File: src/rtl/pc_sequencer.sv
// pc_sequencer: multi-cycle program-counter controller for the 20-bit datapath.
// Steps each instruction through FETCH, DECODE, EXECUTE and UPDATE, drives the
// instruction-memory handshake and resolves conditional branches.
// Optional feature macro: BRANCH_LINK_EN adds dec_link / link_pc (branch-and-link).
module pc_sequencer #(
  parameter logic [19:0] RESET_PC = 20'h00000
) (
  input  logic        clk,
  input  logic        reset,
  input  logic        start,
  output logic        imem_req,
  output logic [19:0] imem_addr,
  input  logic        imem_ack,
  input  logic [19:0] imem_data,
  output logic [19:0] instr,
  output logic        instr_valid,
  input  logic        dec_branch,
  input  logic [2:0]  dec_nzp,
  input  logic [19:0] dec_offset,
  input  logic        dec_halt,
  input  logic        exec_done,
  input  logic [2:0]  cmp_flags,
  output logic [19:0] pc,
  output logic        branch_taken,
  output logic        busy,
  output logic        halted
`ifdef BRANCH_LINK_EN
  ,
  output logic [19:0] link_pc,
  input  logic        dec_link
`endif
);

  typedef enum logic [2:0] {
    IDLE    = 3'd0,
    FETCH   = 3'd1,
    DECODE  = 3'd2,
    EXECUTE = 3'd3,
    UPDATE  = 3'd4,
    HALT    = 3'd5
  } state_t;

  state_t      state;
  logic        branch_l;
  logic [2:0]  nzp_l;
  logic [19:0] offset_l;
`ifdef BRANCH_LINK_EN
  logic        link_l;
`endif

  // Fetch address is always the current PC.
  assign imem_addr = pc;

  // Sequencer FSM with registered outputs set on state entry.
  always_ff @(posedge clk) begin
    if (reset) begin
      state        <= IDLE;
      pc           <= RESET_PC;
      instr        <= '0;
      branch_l     <= 1'b0;
      nzp_l        <= '0;
      offset_l     <= '0;
      imem_req     <= 1'b0;
      instr_valid  <= 1'b0;
      branch_taken <= 1'b0;
      busy         <= 1'b0;
      halted       <= 1'b0;
`ifdef BRANCH_LINK_EN
      link_l       <= 1'b0;
      link_pc      <= '0;
`endif
    end else begin
      instr_valid  <= 1'b0;
      branch_taken <= 1'b0;
      case (state)
        IDLE: begin
          if (start) begin
            state    <= FETCH;
            imem_req <= 1'b1;
            busy     <= 1'b1;
          end
        end
        FETCH: begin
          if (imem_ack) begin
            instr       <= imem_data;
            imem_req    <= 1'b0;
            instr_valid <= 1'b1;
            state       <= DECODE;
          end
        end
        DECODE: begin
          branch_l <= dec_branch;
          nzp_l    <= dec_nzp;
          offset_l <= dec_offset;
`ifdef BRANCH_LINK_EN
          link_l   <= dec_link;
`endif
          if (dec_halt) begin
            state  <= HALT;
            busy   <= 1'b0;
            halted <= 1'b1;
          end else begin
            state <= EXECUTE;
          end
        end
        EXECUTE: begin
          // The compare flags are folded into the taken decision as they are
          // captured; branch_taken then serves as the latched decision in UPDATE.
          if (exec_done) begin
            branch_taken <= branch_l & (|(nzp_l & cmp_flags));
            state        <= UPDATE;
          end
        end
        UPDATE: begin
          if (branch_taken) begin
            pc <= pc + offset_l;
          end else begin
            pc <= pc + 20'd1;
          end
`ifdef BRANCH_LINK_EN
          if (branch_taken && link_l) begin
            link_pc <= pc + 20'd1;
          end
`endif
          imem_req <= 1'b1;
          state    <= FETCH;
        end
        HALT: begin
          state <= HALT;
        end
        default: begin
          state    <= IDLE;
          imem_req <= 1'b0;
          busy     <= 1'b0;
          halted   <= 1'b0;
        end
      endcase
    end
  end

endmodule

File: config.mk
export PLATFORM = sky130hd
export DESIGN_NAME = pc_sequencer
export DESIGN_NICKNAME = d
export VERILOG_FILES = /design/src/rtl/pc_sequencer.sv
export SDC_FILE = /design/constraint.sdc
export NUM_CORES = 1
export LEC_CHECK = 0
export ABC_AREA = 1
export CORE_ASPECT_RATIO = 0.75
export CORE_MARGIN = 2
export CORE_UTILIZATION = 48
export DETAILED_ROUTE_END_ITERATION = 10
export PLACE_DENSITY = 0.92
export SYNTH_ARGS = -nofsm -noshare
export SYNTH_HDL_FRONTEND = slang
export SYNTH_SLANG_ARGS = --single-unit
File: constraint.sdc
create_clock -name clk -period 3.25 [get_ports clk]
set_input_delay 0.4875 -clock clk [delete_from_list [all_inputs] [get_ports clk]]
set_output_delay 0.4875 -clock clk [all_outputs]
set_load 0.02 [all_outputs]
==> flow_metrics.py, run 1 <==
metrics = {
    "clock_tree": {
        "h-tree-depth": 3,
        "path_clk_slew_ns": 0.06,
        "cts.repair.resized": 0,
        "root_buffer": "clkbuf_16",
        "cts_tree": "yes",
        "worst_skew_pair.late_latency_ns": 0.34,
        "cts_sinks": 72,
        "clockBufferDepth": 2,
        "cts_inserted_buffers": 9,
        "post_cts_buffers": 0,
        "hold_buffers": 0,
    },
    "synthesis": {
        "netlist_top_cells_count": "nor2_1, nand2_1, dfxtp_1",
        "syn_area_per_cell_um2": 6.508,
        "synthesis.nets": 698,
        "yosysSeqAreaShare_pct": 35.44,
        "yosys_most_used_dff": "dfxtp_1",
        "yosys.cell_count.top_type": "nor2_1",
        "synth_seq_cells": 72,
        "synth-edff-count": 0,
        "synthTopCellsByArea": "dfxtp_1, nor2_1, nand2_1",
        "async_flop_share_pct": 0,
        "syn_inst": 625,
        "yosys_warnings": 0,
        "yosysTopAreaCellShare_pct": 35.44,
        "syn_area_um2": 4068,
        "synth_cell_types": 31,
        "yosysTopAreaCell": "dfxtp_1",
    },
    "hold_path": {
        "holdPathEnd": "offset_l[0]",
        "hold_path_class": "register to register",
        "hold_depth": 2,
        "worstHoldStart": "offset_l[0]",
    },
    "global_route": {
        "grt_use_total_pct": 26.16,
        "first_global_vias": 4139,
        "grt_max_degree": 27,
        "grt_pass1_wl_mm": 18.87,
        "grt_antenna_before_repair": 0,
        "grt_overflow": 0,
    },
    "placement": {
        "port_buffers": 117,
        "place_inst": 816,
        "place_area_um2": 5180,
        "post-dp-hpwl_mm": 8.508,
        "gp_congestion": 0.9076,
    },
    "critical_path": {
        "start_kind": "register",
        "end_kind": "register",
        "critical_path_class": "register to register",
        "ff2ff_setup_slack_ns": 0.69,
        "rr_worst_depth": 13,
        "worstPathRequired_ns": 3.49,
        "rr_endpoint": "imem_addr[12]",
        "worstPathArrival_ns": 2.80,
        "worst-path-max-fanout": 21,
        "timing.rr.start": "branch_taken",
    },
    "sta": {
        "worst_hold_slack_ns": 0.4571,
        "maxSlewHeadroom_pct": 48.17,
        "setup_viol": 0,
        "skew_ns": 0.008131,
        "slew_violations": 0,
        "tns_ns": 0,
        "hold_violations": 0,
        "tightest_slew_ns": 0.7764,
        "rsz0062_at_grt": "false",
        "finalCritPeriodShare_pct": 78.91,
        "clock.fmax_mhz": 389.9,
        "period_minus_slack_ns": 2.565,
    },
    "floorplan": {
        "start_util_pct": 48.74,
        "die_area_um2": 9234,
        "pin_count": 118,
        "core-area_um2": 8346,
        "die_w_um": 110.3,
        "die_h_um": 83.72,
        "fp-row-count": 29,
    },
    "final_layout": {
        "antenna_cells": 0,
        "drive_gt1_share_pct": 4.703,
        "fill_cells": 741,
        "instances_no_fill": 831,
        "syn_to_final_growth_pct": 34.79,
        "utilization_pct": 65.70,
        "stdcell_area_um2": 5483,
        "nets": 792,
    },
    "detailed_routing": {
        "dr.max_layer_used": "met4",
        "drtIter0Drc": 227,
        "dr_wl_met2_mm": 5.460,
        "ant_nets": 0,
        "drc_errors": 0,
        "viasPerCell": 5.058,
        "route.vias.total": 4203,
        "finalWirelength_mm": 11.46,
        "wl_per_cell_um": 13.79,
        "met3_length_mm": 1.082,
        "met1_length_mm": 4.783,
        "drtPass1Iterations": 7,
    },
    "power": {
        "leakagePower_uw": 0.002697,
        "vdd_drop_max_mv": 0.4537,
        "powerDensity_nw_per_um2": 518.4,
    },
    "outcome": {
        "status": "completed",
    },
    "job": {
        "maxCapViolCount": 0,
    },
}
-- layout by cell type, fill, tap and decap left out, types with 2 or more instances in the layout --
master | netlist | layout
and2_1 | 3 | 3
clkbuf_16 | 0 | 9
dfxtp_1 | 72 | 72
nor2_1 | 151 | 151
a21oi_1 | 24 | 24
xnor2_1 | 2 | 2
o21ai_0 | 33 | 33
nand3_1 | 30 | 30
inv_1 | 71 | 71
nand4_1 | 2 | 2
inv_6 | 0 | 2
clkdlybuf4s50_1 | 0 | 117
a311oi_1 | 2 | 2
o21ai_1 | 27 | 27
xor2_1 | 7 | 7
buf_4 | 22 | 6
nor2_4 | 2 | 2
ha_1 | 19 | 19
inv_2 | 6 | 6
o21bai_1 | 3 | 3
nand2_2 | 2 | 2
nand2_1 | 120 | 120
-- logic make-up after synthesis --
kind of cell | Yosys count | share of synthesized area (%)
buf+inv | 117 | 12.98
xor+xnor | 9 | 1.938
flops | 72 | 35.44
simple gates | 316 | 31.62
fa+ha+maj | 20 | 6.337
compound gates | 91 | 11.69
-- report_power, final --
group | switching, µW | leakage, µW | internal (µW)
registers | 98.6 | 0.000587 | 1020
clock network | 391 | 0.000146 | 617
logic | 402 | 0.00196 | 315
total | 892 | 0.00270 | 1950
-- routing by layer --
metal,track usage (%),vias to the layer above
met3,11.01,13
li1,-,2117
met4,6.364,0
met1,30.99,1926
met5,0,-
met2,43.61,147
-- cell type report --
| cell class | count | area (µm²) | area share (%) |
|---|---|---|---|
| Inverter | 77 | 289.0 | 5.272 |
| Multi-Input combinational cell | 436 | 2098 | 38.27 |
| Sequential cell | 72 | 1441 | 26.29 |
| Timing Repair Buffer | 123 | 1216 | 22.18 |
| Clock inverter | 5 | 63.81 | 1.164 |
| Clock buffer | 10 | 239.0 | 4.359 |
| Tap cell | 108 | 135.1 | 2.465 |
-- per-stage QoR --
| step | worst slack, ns | total power (µW) |
|---|---|---|
| after floorplan | 0.7649 | 1544 |
| after global placement | 0.8309 | 1811 |
| after detailed placement | 0.7460 | 1842 |
| after CTS | 0.7138 | 2857 |
| after global routing | 0.4557 | 2986 |
| final | 0.6853 | 2842 |
-- critical path, stage by stage, from the launching register on --
cell,delay [ns]
dfxtp_1,0.82
nand2_1,0.14
ha_1,0.25
fa_1,0.47
nand3_1,0.11
nand3_1,0.11
nand2_1,0.12
nand2_1,0.10
nand2_1,0.09
nand2_1,0.05
nand2_1,0.05
nand3_1,0.06
nand2_1,0.07
inv_1,0.03
-- worst max path at each step --
stage / slack [ns] / startpoint / cells after the start / to
after floorplan: 0.76 / branch_taken / 15 / imem_addr[12]
after global placement: 0.83 / branch_taken / 13 / imem_addr[12]
after detailed placement: 0.75 / branch_taken / 13 / imem_addr[12]
after CTS: 0.71 / branch_taken / 13 / imem_addr[12]
after global routing: 0.46 / branch_taken / 11 / imem_addr[16]
final: 0.69 / branch_taken / 13 / imem_addr[12]
-- registers in the layout (all words and copies together) (netlist names) --
signal and flops:
imem_addr 20, instr 20, offset_l 20, nzp_l 3
state 3, branch_l 1, branch_taken 1, busy 1
halted 1, imem_req 1, instr_valid 1
Note: power is estimated with default switching activity, not from simulation.
==> run 2, diff against run 1 <==
--- a/config.mk
+++ b/config.mk
@@ -8,9 +8,9 @@
 export ABC_AREA = 1
 export CORE_ASPECT_RATIO = 0.75
 export CORE_MARGIN = 2
-export CORE_UTILIZATION = 48
+export CORE_UTILIZATION = 43
 export DETAILED_ROUTE_END_ITERATION = 10
-export PLACE_DENSITY = 0.92
+export PLACE_DENSITY = 0.87
 export SYNTH_ARGS = -nofsm -noshare
 export SYNTH_HDL_FRONTEND = slang
 export SYNTH_SLANG_ARGS = --single-unit
==> constraint.sdc (replaced) <==
create_clock -name clk -period 2.25 [get_ports clk]
set_input_delay 0.3375 -clock clk [delete_from_list [all_inputs] [get_ports clk]]
set_output_delay 0.3375 -clock clk [all_outputs]
set_load 0.02 [all_outputs]
==> flow_metrics.py, run 2 (same netlist as run 1, synthesis figures left out) <==
metrics = {
    "clock_tree": {
        "cts_inserted_buffers": 9,
        "path_clk_slew_ns": 0.06,
        "clockBufferDepth": 2,
        "worst_skew_pair.late_latency_ns": 0.34,
        "cts_sinks": 72,
        "cts.repair.resized": 0,
        "hold_buffers": 0,
        "h-tree-depth": 3,
        "root_buffer": "clkbuf_16",
        "cts_tree": "yes",
        "post_cts_buffers": 0,
    },
    "sta": {
        "maxSlewHeadroom_pct": 71.39,
        "worst_hold_slack_ns": 0.4546,
        "skew_ns": 0.007971,
        "tns_ns": 0,
        "slew_violations": 0,
        "hold_violations": 0,
        "tightest_slew_ns": 0.4286,
        "rsz0062_at_grt": "false",
        "clock.fmax_mhz": 474.3,
        "setup_viol": 0,
        "finalCritPeriodShare_pct": 93.70,
        "period_minus_slack_ns": 2.108,
    },
    "global_route": {
        "first_global_vias": 4065,
        "grt_use_total_pct": 23.38,
        "grt_antenna_before_repair": 0,
        "grt_max_degree": 28,
        "grt_pass1_wl_mm": 18.62,
        "grt_overflow": 0,
    },
    "hold_path": {
        "hold_path_class": "register to register",
    },
    "final_layout": {
        "final_common_cell": "nor2_1",
        "final_cell_mix": "nor2_1, nand2_1, clkdlybuf4s50_1",
        "drive_gt1_share_pct": 5.510,
        "fill_cells": 842,
        "multi_input_area_um2": 2103,
        "nets": 794,
        "antenna_cells": 0,
        "seq_area_um2": 1443,
        "syn_to_final_growth_pct": 35.96,
    },
    "floorplan": {
        "die_area_um2": 10260,
        "start_util_pct": 44.60,
        "die_h_um": 88.23,
        "fp-row-count": 30,
        "die_w_um": 116.3,
        "core-area_um2": 9121,
        "pin_count": 118,
    },
    "detailed_routing": {
        "wl_per_cell_um": 13.43,
        "viasPerCell": 4.985,
        "drc_errors": 0,
        "drtIter0Drc": 310,
        "ant_nets": 0,
        "route.vias.total": 4257,
        "finalWirelength_mm": 11.47,
        "drtPass1Iterations": 5,
    },
    "critical_path": {
        "worstPathArrival_ns": 2.35,
        "cp_common_cell": "nand2_1",
        "start_kind": "register",
        "cp_cell_sequence": "buf_6, nand2_1, inv_1, ha_1, a21oi_1, nand2_1, a21oi_1, nand3_1, nand2_1, nand3_1, nand2_1, inv_1",
        "worst-path-max-fanout": 20,
        "worst_path_largest_cell_delay_ns": 0.36,
        "slowest_stage": "ha_1",
        "end_kind": "register",
        "worstPathRequired_ns": 2.49,
        "critical_path_class": "register to register",
    },
    "placement": {
        "post-dp-hpwl_mm": 8.856,
        "gp_congestion": 1.017,
        "port_buffers": 117,
    },
    "power": {
        "powerDensity_nw_per_um2": 741.1,
        "vdd_drop_max_mv": 0.5381,
        "leakagePower_uw": 0.002708,
    },
    "job": {
        "maxCapViolCount": 0,
    },
    "outcome": {
        "status": "completed",
    },
}
-- run 2: changes by cell type in the layout (fill, tap and decap cells not counted), sizes merged --
cell | before | now
inv | 79 | 80
clkinv | 1 | 3
clkbuf | 10 | 9
clkinvlp | 1 | 0
buf | 6 | 8
-- run 2: final timing paths --
path | slack (ns) | end | cells after the start | from
worst min-delay path | 0.45 | offset_l[0] | 2 | offset_l[0]
worst max-delay path | 0.14 | imem_addr[19] | 12 | branch_taken
worst max register to register | 0.14 | imem_addr[19] | 12 | branch_taken
worst min register to register | 0.45 | offset_l[0] | 2 | offset_l[0]
-- run 2: layout make-up --
| class | count | share of cell area [%] |
|---|---|---|
| multi-input cells | 436 | 38.03 |
| clock buffers | 9 | 4.072 |
| clock inverters | 7 | 1.357 |
| well taps | 128 | 2.896 |
| flip-flops and latches | 72 | 26.09 |
| repair buffers | 125 | 22.33 |
| inverters | 77 | 5.226 |
-- run 2: report_power, final --
group / switching [µW] / internal, µW
logic: 570 / 458
registers: 145 / 1470
clock network: 586 / 868
-- run 2: per-stage QoR --
stage          area (µm²)  instances  setup WS (ns)  total power (µW)  utilization [%]
2_1_floorplan        4074        625        0.05255              2230                -
3_3_place_gp         5221        838         0.1716              2626            57.24
3_5_place_dp         5221        838         0.1373              2660            57.24
4_1_cts              5522        854         0.1276              4123            60.54
5_1_grt              5530        854     0.00001799              4293            60.63
6_report             5530        854         0.1418              4098            60.63
-- run 2: critical path, delay by kind of cell, from the launching register on --
family,cells,cell delay [ns]
compound gates,2,0.55
fa+ha+maj,1,0.36
simple gates,6,0.56
buf+inv,3,0.23
flops,1,0.32
-- run 2: per-layer routing --
layer / GRT usage, % / vias up / share of wire (%)
met4: 7.143 / 0 / 1.9
met3: 8.699 / 19 / 11
met2: 37.68 / 189 / 44
li1: - / 2129 / -
met5: 0 / - / 0
met1: 29.46 / 1920 / 43
==> run 3, diff against run 2 <==
--- a/config.mk
+++ b/config.mk
@@ -10,6 +10,7 @@
 export CORE_MARGIN = 2
 export CORE_UTILIZATION = 43
 export DETAILED_ROUTE_END_ITERATION = 10
+export MAX_ROUTING_LAYER = met4
 export PLACE_DENSITY = 0.87
 export SYNTH_ARGS = -nofsm -noshare
 export SYNTH_HDL_FRONTEND = slang
==> flow_metrics.py, run 3 (same netlist as run 1, synthesis figures left out) <==
metrics = {
    "detailed_routing": {
        "wl_per_cell_um": 13.66,
        "viasPerCell": 4.920,
        "drc_errors": 0,
        "drtPass1Iterations": 5,
        "finalWirelength_mm": 11.67,
        "drtIter0Drc": 279,
        "ant_nets": 0,
        "route.vias.total": 4202,
    },
    "hold_path": {
        "hold_path_class": "register to register",
        "hold_depth": 2,
    },
    "sta": {
        "tns_ns": 0,
        "period_minus_slack_ns": 2.027,
        "rsz0062_at_grt": "false",
        "maxSlewHeadroom_pct": 72.17,
        "worst_hold_slack_ns": 0.4524,
        "finalCritPeriodShare_pct": 90.07,
        "slew_violations": 0,
        "tightest_slew_ns": 0.4170,
        "skew_ns": 0.008760,
        "setup_viol": 0,
        "clock.fmax_mhz": 493.4,
        "hold_violations": 0,
    },
    "clock_tree": {
        "cts.repair.resized": 0,
        "post_cts_buffers": 0,
        "clockBufferDepth": 2,
        "worst_skew_pair.late_latency_ns": 0.34,
        "hold_buffers": 0,
        "root_buffer": "clkbuf_16",
        "cts_tree": "yes",
        "cts_inserted_buffers": 9,
        "path_clk_slew_ns": 0.06,
        "cts_sinks": 72,
        "h-tree-depth": 3,
    },
    "global_route": {
        "grt_overflow": 0,
        "grt_max_degree": 32,
        "first_global_vias": 3999,
        "grt_antenna_before_repair": 0,
        "grt_pass1_wl_mm": 18.69,
        "grt_use_total_pct": 24.33,
    },
    "floorplan": {
        "pin_count": 118,
        "start_util_pct": 44.60,
        "die_h_um": 88.23,
        "fp-row-count": 30,
        "die_area_um2": 10260,
        "core-area_um2": 9121,
        "die_w_um": 116.3,
    },
    "critical_path": {
        "worst_path_largest_cell_delay_ns": 0.41,
        "cp_common_cell": "nand2_1",
        "start_kind": "register",
        "slowest_stage": "fa_2",
        "worst-path-max-fanout": 4,
        "rr_worst_depth": 14,
        "worstPathRequired_ns": 2.48,
        "worstPathArrival_ns": 2.26,
        "end_kind": "register",
        "cp_cell_sequence": "inv_1, nand2_1, ha_1, fa_2, nand3_1, nand3_1, nand2_1, nand2_1, nand2_1, nand2_1, nand2_1, nand3_1, nand2_1, inv_1",
        "critical_path_class": "register to register",
    },
    "power": {
        "powerDensity_nw_per_um2": 740.3,
        "leakagePower_uw": 0.002711,
        "vdd_drop_max_mv": 0.6056,
    },
    "final_layout": {
        "final_common_cell": "nor2_1",
        "final_cell_mix": "nor2_1, nand2_1, clkdlybuf4s50_1",
        "fill_cells": 839,
        "drive_gt1_share_pct": 5.785,
        "syn_to_final_growth_pct": 36.51,
        "nets": 794,
        "antenna_cells": 0,
    },
    "placement": {
        "port_buffers": 117,
        "post-dp-hpwl_mm": 8.759,
        "gp_congestion": 0.9764,
    },
    "job": {
        "maxCapViolCount": 0,
    },
    "outcome": {
        "status": "completed",
    },
}
## run 3: cell types whose count changed in the layout (fill, tap and decap cells not counted)
cell | previous run | this run
ha_4 | 0 | 1
a21oi_2 | 0 | 2
ha_2 | 1 | 0
a21oi_1 | 24 | 22
clkinv_4 | 1 | 2
clkbuf_8 | 0 | 1
inv_6 | 3 | 1
## run 3: layout make-up
cell class,count,area [µm²],area share [%]
clock inverters,6,66.31,1.194
well taps,128,160.2,2.884
multi-input cells,436,2121,38.19
clock buffers,10,239.0,4.304
flip-flops and latches,72,1443,25.98
repair buffers,125,1235,22.24
inverters,77,289.0,5.205
## run 3: worst paths after layout
kind	from	endpoint	slack, ns
max reg2reg	offset_l[0]	imem_addr[12]	0.22
max	offset_l[0]	imem_addr[12]	0.22
min reg2reg	busy	busy	0.45
min	busy	busy	0.45
## run 3: stage by stage
stage / worst slack (ns) / cells / instance area (µm²) / power (µW) / utilization (%)
after floorplan: 0.05255 / 625 / 4074 / 2230 / -
after global placement: 0.2049 / 838 / 5221 / 2629 / 57.24
after detailed placement: 0.1824 / 838 / 5221 / 2660 / 57.24
after CTS: 0.1606 / 854 / 5527 / 4132 / 60.59
after global routing: 0.03763 / 854 / 5553 / 4313 / 60.88
final: 0.2233 / 854 / 5553 / 4111 / 60.88
## run 3: layer usage
layer | vias to the layer above | wire length, µm | GRT usage [%]
li1 | 2127 | - | -
met1 | 1889 | 5341 | 30.67
met2 | 170 | 5151 | 37.95
met3 | 16 | 980 | 6.849
met4 | 0 | 193 | 7.792
met5 | - | 0 | -
## run 3: report_power, final
| part | total [µW] | switching (µW) | internal, µW |
|---|---|---|---|
| Sequential | 1620 | 145 | 1470 |
| Combinational | 1030 | 574 | 458 |
| Clock | 1460 | 571 | 892 |
| Total | 4110 | 1290 | 2820 |
## run 3: worst max-delay path: cells and delay by family, from the launching register on
| family | cells | cell delay (ns) |
|---|---|---|
| buffers and inverters | 2 | 0.10 |
| DFF | 1 | 0.29 |
| adders and majority gates | 2 | 0.65 |
| and+or+nand+nor | 10 | 0.87 |
